`src/rtl/io_display_pkg.sv`:
```
// rtl/io_display_pkg.sv - shared types and constants for the IO display driver
package io_display_pkg;

    typedef enum logic [1:0] {IDLE, SHIFT, UPDATE} state_t;

    localparam int BCD_DIGITS   = 10;
    localparam int SHIFT_CYCLES = 32;

    localparam logic [6:0] SEG_BLANK = 7'b1111111;
    localparam logic [6:0] SEG_DASH  = 7'b0111111;
    localparam logic [6:0] SEG_0     = 7'b1000000;
    localparam logic [6:0] SEG_1     = 7'b1111001;
    localparam logic [6:0] SEG_2     = 7'b0100100;
    localparam logic [6:0] SEG_3     = 7'b0110000;
    localparam logic [6:0] SEG_4     = 7'b0011001;
    localparam logic [6:0] SEG_5     = 7'b0010010;
    localparam logic [6:0] SEG_6     = 7'b0000010;
    localparam logic [6:0] SEG_7     = 7'b1111000;
    localparam logic [6:0] SEG_8     = 7'b0000000;
    localparam logic [6:0] SEG_9     = 7'b0010000;

    // Pre-shift correction: any nibble that would reach 10 or more after doubling gets +3.
    function automatic logic [4*BCD_DIGITS-1:0] dabble_adjust(input logic [4*BCD_DIGITS-1:0] bcd);
        logic [4*BCD_DIGITS-1:0] res;
        res = bcd;
        for (int k = 0; k < BCD_DIGITS; k++) begin
            if (bcd[4*k +: 4] >= 4'd5) begin
                res[4*k +: 4] = bcd[4*k +: 4] + 4'd3;
            end
        end
        return res;
    endfunction

endpackage

```
`src/rtl/io_display_bcd_to_seven_seg.sv`:
```
// rtl/io_display_bcd_to_seven_seg.sv - BCD digit to active-low {g,f,e,d,c,b,a} segments
module bcd_to_seven_seg
    import io_display_pkg::*;
(
    input  logic [3:0] digit,
    output logic [6:0] seg
);

    always_comb begin
        seg = SEG_BLANK;
        case (digit)
            4'd0: seg = SEG_0;
            4'd1: seg = SEG_1;
            4'd2: seg = SEG_2;
            4'd3: seg = SEG_3;
            4'd4: seg = SEG_4;
            4'd5: seg = SEG_5;
            4'd6: seg = SEG_6;
            4'd7: seg = SEG_7;
            4'd8: seg = SEG_8;
            4'd9: seg = SEG_9;
            default: seg = SEG_BLANK;
        endcase
    end

endmodule

```
`src/rtl/io_display_driver.sv`:
```
// rtl/io_display_driver.sv - snoops IO RAM stores and shows the display word in decimal
module io_display_driver
    import io_display_pkg::*;
#(
    parameter logic [9:0] DISPLAY_ADDR = 10'd0,
    parameter int         DIGITS       = 8
) (
    input  logic                  clock,
    input  logic                  reset,
    input  logic [31:0]           dataC,
    input  logic [9:0]            address,
    input  logic                  IO_RAMwrite,
    output logic [7*DIGITS-1:0]   hex,
    output logic                  sign,
    output logic                  overflow,
    output logic                  busy
);

    state_t                    state;
    logic [31:0]               mag;
    logic [4*BCD_DIGITS-1:0]   bcd;
    logic [4*BCD_DIGITS-1:0]   bcd_adj;
    logic [4:0]                cnt;
    logic                      neg;
    logic                      pend_valid;
    logic [31:0]               pend_data;
    logic                      store;
    logic [31:0]               start_word;
    logic [7*DIGITS-1:0]       seg_raw;
    logic [7*DIGITS-1:0]       disp_next;
    logic                      ovf_next;
    logic                      seen;

    assign store      = IO_RAMwrite && (address == DISPLAY_ADDR);
    assign bcd_adj    = dabble_adjust(bcd);
    // A queued word always takes priority over a fresh store when a conversion starts.
    assign start_word = pend_valid ? pend_data : dataC;

    for (genvar g = 0; g < DIGITS; g++) begin : g_dec
        bcd_to_seven_seg u_dec (
            .digit (bcd[4*g +: 4]),
            .seg   (seg_raw[7*g +: 7])
        );
    end

    always_comb begin
        ovf_next  = 1'b0;
        seen      = 1'b0;
        disp_next = '1;
        for (int k = 0; k < BCD_DIGITS; k++) begin
            if (k >= DIGITS && bcd[4*k +: 4] != 4'd0) begin
                ovf_next = 1'b1;
            end
        end
        // Walk from the top digit down so leading zeros blank until the first nonzero digit.
        for (int k = DIGITS - 1; k >= 0; k--) begin
            if (bcd[4*k +: 4] != 4'd0 || k == 0) begin
                seen = 1'b1;
            end
            if (ovf_next) begin
                disp_next[7*k +: 7] = SEG_DASH;
            end else if (seen) begin
                disp_next[7*k +: 7] = seg_raw[7*k +: 7];
            end else begin
                disp_next[7*k +: 7] = SEG_BLANK;
            end
        end
    end

    always_ff @(posedge clock or negedge reset) begin
        if (!reset) begin
            state      <= IDLE;
            mag        <= '0;
            bcd        <= '0;
            cnt        <= '0;
            neg        <= 1'b0;
            pend_valid <= 1'b0;
            pend_data  <= '0;
            hex        <= {DIGITS{SEG_BLANK}};
            sign       <= 1'b0;
            overflow   <= 1'b0;
            busy       <= 1'b0;
        end else begin
            if (store && state != IDLE) begin
                pend_data  <= dataC;
                pend_valid <= 1'b1;
            end
            case (state)
                IDLE: begin
                    if (pend_valid || store) begin
                        neg        <= start_word[31];
                        mag        <= start_word[31] ? (~start_word + 32'd1) : start_word;
                        bcd        <= '0;
                        cnt        <= '0;
                        busy       <= 1'b1;
                        state      <= SHIFT;
                        pend_valid <= pend_valid && store;
                        if (pend_valid && store) begin
                            pend_data <= dataC;
                        end
                    end
                end
                SHIFT: begin
                    {bcd, mag} <= {bcd_adj, mag} << 1;
                    cnt        <= cnt + 5'd1;
                    if (cnt == 5'(SHIFT_CYCLES - 1)) begin
                        state <= UPDATE;
                    end
                end
                UPDATE: begin
                    hex      <= disp_next;
                    sign     <= neg;
                    overflow <= ovf_next;
                    busy     <= pend_valid || store;
                    state    <= IDLE;
                end
                default: state <= IDLE;
            endcase
        end
    end

endmodule
```
`config.mk`:
```
export PLATFORM = sky130hd
export DESIGN_NAME = io_display_driver
export DESIGN_NICKNAME = d
export VERILOG_FILES = /design/src/rtl/io_display_pkg.sv /design/src/rtl/io_display_bcd_to_seven_seg.sv /design/src/rtl/io_display_driver.sv
export SDC_FILE = /design/constraint.sdc
export NUM_CORES = 1
export LEC_CHECK = 0
export BUFFER_PORTS_ARGS = -buffer_cell sky130_fd_sc_hd__buf_4
export CORE_UTILIZATION = 62
export CTS_BUF_LIST = sky130_fd_sc_hd__clkbuf_4
export CTS_CLUSTER_DIAMETER = 40
export DETAILED_ROUTE_END_ITERATION = 12
export GPL_TIMING_DRIVEN = 0
export PLACE_DENSITY = 0.83
export SYNTH_ARGS = -nofsm -noshare
export SYNTH_HDL_FRONTEND = slang
export SYNTH_SLANG_ARGS = --single-unit
```
`constraint.sdc`:
```
create_clock -name clock -period 4.75 [get_ports clock]
set_input_delay 0.2375 -clock clock [delete_from_list [all_inputs] [get_ports clock]]
set_output_delay 0.2375 -clock clock [all_outputs]
set_load 0.03 [all_outputs]
```
==> summary.txt <==
Route
  • Remaining antenna violation count: 0
  • Final WL: 28200 µm
  • DR vias: approximately 9400
  • TritonRoute pass-1 iters: 6
  • First DRT Iteration DRCs: between 900 and 1000
  • Drt wl/cell: between 15 and 20 µm
  • DR DRC count: 0
  • Vias per cell: a little over 6

Timing
  • Final setup fails: 1
  • Worst-margin pin slew: ~0.98 ns
  • Setup TNS: -0.00379 ns
  • Final worst path period share: 100%
  • Fin crit period: around 4.8 ns
  • Final Slew Violations: 0
  • Final hold violation count: 0
  • Slew HR: a little over a third
  • FMAX: about 0.21 GHz
  • Worst Skew: 0.0231 ns
  • Setup ws final: -0.00379 ns

Floorplanning
  • Starting Density: approximately 64%
  • Height of the die: roughly 130 µm
  • Core ar.: ~16000 µm²
  • Die ar.: ~17000 µm²
  • Die X: 131 µm
  • Ports: ~100
  • Row count: 46

Critical path
  • CP top delay family: buffers and inverters
  • R2r worst-path depth: 14
  • CP Class: reg2reg
  • CP Capture Type: flip-flop
  • Arr. time, crit path: ~5.3 ns
  • CP Data Required Time: roughly 5.2 ns
  • Most frequent CP cell: buf_2
  • CP peak stage delay: around 0.56 ns
  • CP cell instances: buf_6, buf_2, buf_2, buf_1, buf_2, mux2i_1, ha_1, nor4bb_1, o22ai_1, nor4b_4, buf_4, nand4_1, mux2_1, o31ai_1
  • CP Depth: 14
  • Buf/Inv on CP: 6
  • Slowest CP cell: buf_1
  • CP startpoint kind: flip-flop
  • CP max FO: 10

GRT
  • GRT overflow: 0
  • Initial antenna violation count: 1
  • Vias in the first global route: just under 9000
  • Gr usage total: about 34%
  • Global-route wire length before repair: between 40000 and 50000 µm
  • Largest net degree at the start of global routing: ~120

Synthesis
  • Synth Area in Compound Gates: between 15 and 20%
  • Top area cells in the synthesized netlist: dfrtp_1, dfstp_2, ha_1
  • Share of synthesized registers carrying an async set or reset: 100%
  • Cell count after synthesis: 1116
  • Seq/Total Area, Yosys: between 40% and 50%
  • Top-count cell post-synth: nor2_1
  • Cell taking the most area after synthesis: dfrtp_1
  • Mapped cell area: about 10000 µm²
  • Largest family of logic cells by synthesized area: compound AO/OA/AOI/OAI gates
  • Ys flop type: dfrtp_1
  • Synth cell count leaders: nor2_1, dfrtp_1, a21oi_1, nand2_1, o21ai_0
  • Syn Area/Cell: slightly above 9 µm²
  • YS warnings: 0
  • Mux cell area share after synthesis: approximately 7.7%
  • Post-Synth XOR/XNOR Area: ~3.2%
  • Synthesized flop and latch total: roughly 170
  • Post-Syn Nets: 1213
  • Adder-Cell Fraction of Synth Area: under 10%
  • Post-synth top area share: between 20 and 30%
  • EDFF count, synth: 0
  • Post-synthesis simple-gate area fraction: 16.7%
  • Synth unique cells: 71

Clock tree
  • Clock Tree Buf Depth: 2
  • Clock latency on the worst-skew pair: 0.59 ns
  • Clock transition at path regs: approximately 0.16 ns
  • H-tree Lvls: 4
  • CTS Root Cell: clkbuf_4
  • CTS tree: built
  • Clock sinks: about 170
  • CTS buffer count: 17

Power
  • P_leak: a little over 5 nW
  • Pwr Total: approximately 4.6 mW
  • Pwr/cell area: ~380 nW/µm²
  • Maximum vdd drop: 0.000186 V

Hold path
  • Hold WC Path Type: in2async

Cells and area
  • Area Growth Syn to Fin: 16.6%
  • Fill cells: roughly 1100
  • Area of the multi-input gates: approximately 5500 µm²
  • Ratio of cells with drive above 1 in the final layout: approximately a fifth
  • Layout net count: roughly 1400
  • Register area: 4370 µm²

Run status
  • Status: complete, but fails checks
  • Failing checks: setup timing

Placed design
  • Routability cong.: around 0.92
  • # port buffers: about 100
  • Post-DP HPWL: 19800 µm

Run
  • Max Cap Viol: 0
## power breakdown
part           internal (mW)  switching [mW]  total [mW]
logic                  0.716            1.10        1.81
registers               1.68           0.209        1.89
clock network          0.312           0.542       0.854
total                   2.71            1.85        4.55
## path summary, 6_finish.rpt
path | start | to | slack (ns)
min in group clock | address[2] | busy | 0.40
worst max register to register | pend_valid | mag[24] | -0.004
worst min register to register | hex[33] | hex[33] | 0.47
max in group asynchronous | reset | pend_data[19] | 3.69
worst min-delay path | reset | bcd[12] | 0.14
worst max-delay path | pend_valid | mag[24] | -0.004
## area by class of cell
type	count	area share, %
plain buffers	69	2.43
well taps	216	2.25
clock buffers	17	1.06
repair buffers	139	9.62
clock inverters	15	1.23
inverters	36	1.13
flip-flops and latches	172	36.5
diodes	1	0.0209
multi-input cells	839	45.8
## cell families (layout without fill, tap and decap cells)
logic type               Yosys count  count (layout)
AO/OA/AOI/OAI                    323             323
XOR/XNOR                          38              38
adder cells (fa/ha/maj)           53              53
buffers and inverters            105             276
flip-flops                       172             172
multiplexers                      74              74
other                              0               1
AND/OR/NAND/NOR                  351             351
## worst reg2reg max path, delay by kind of cell (launching register included)
kind            cells  cell delay [ns]
buf+inv             6             1.90
simple gates        3             0.88
mux                 2             0.67
flops               1             0.49
compound gates      2             0.48
fa+ha+maj           1             0.25
## per-layer routing
layer	wire [µm]	track usage (%)
met5	0	0
met4	885	14.5
met3	1670	5.29
met2	13800	58.1
met1	11800	43.6
## what timing repair did
item                                    in CTS  in global routing
resized for setup                            0                  2
endpoints found under the setup margin       0                  6
hold buffers                                33                  0
endpoints found under the hold margin       88                  0
setup buffers                                0                  2
## layout by cell type, fill, tap and decap left out, types with 18 or more instances in the layout
master and n:
nor2_1 121, dfrtp_1 116, a21oi_1 107, buf_4 104
nand2_1 84, o21ai_0 72, clkbuf_1 57, dfstp_2 56
ha_1 52, inv_1 36, mux2_2 36, mux2i_1 34
dlygate4sd3_1 33, o22ai_1 29, nor3_1 24, nand3_1 24
xnor2_1 19, xor2_1 19, clkbuf_4 18
## sequential cells by signal (all words and copies together) (netlist names)
register,flops
cnt,5
neg,1
pend_valid,1
hex,56
sign,1
busy,1
bcd,40
overflow,1
mag,32
pend_data,32
state,2
## metrics by stage
step	setup slack [ns]	cells	cell area [µm²]	utilization (%)	hold slack, ns
after floorplan	1.10	1116	10300	-	-0.0581
after global placement	0.248	1435	11300	70.6	0.449
after detailed placement	0.244	1436	11400	70.8	0.188
after CTS	0.133	1501	12000	74.5	0.141
after global routing	-0.219	1504	12000	74.7	0.176
final	-0.00379	1504	12000	74.7	0.141
Note: power is estimated with default switching activity, not from simulation.
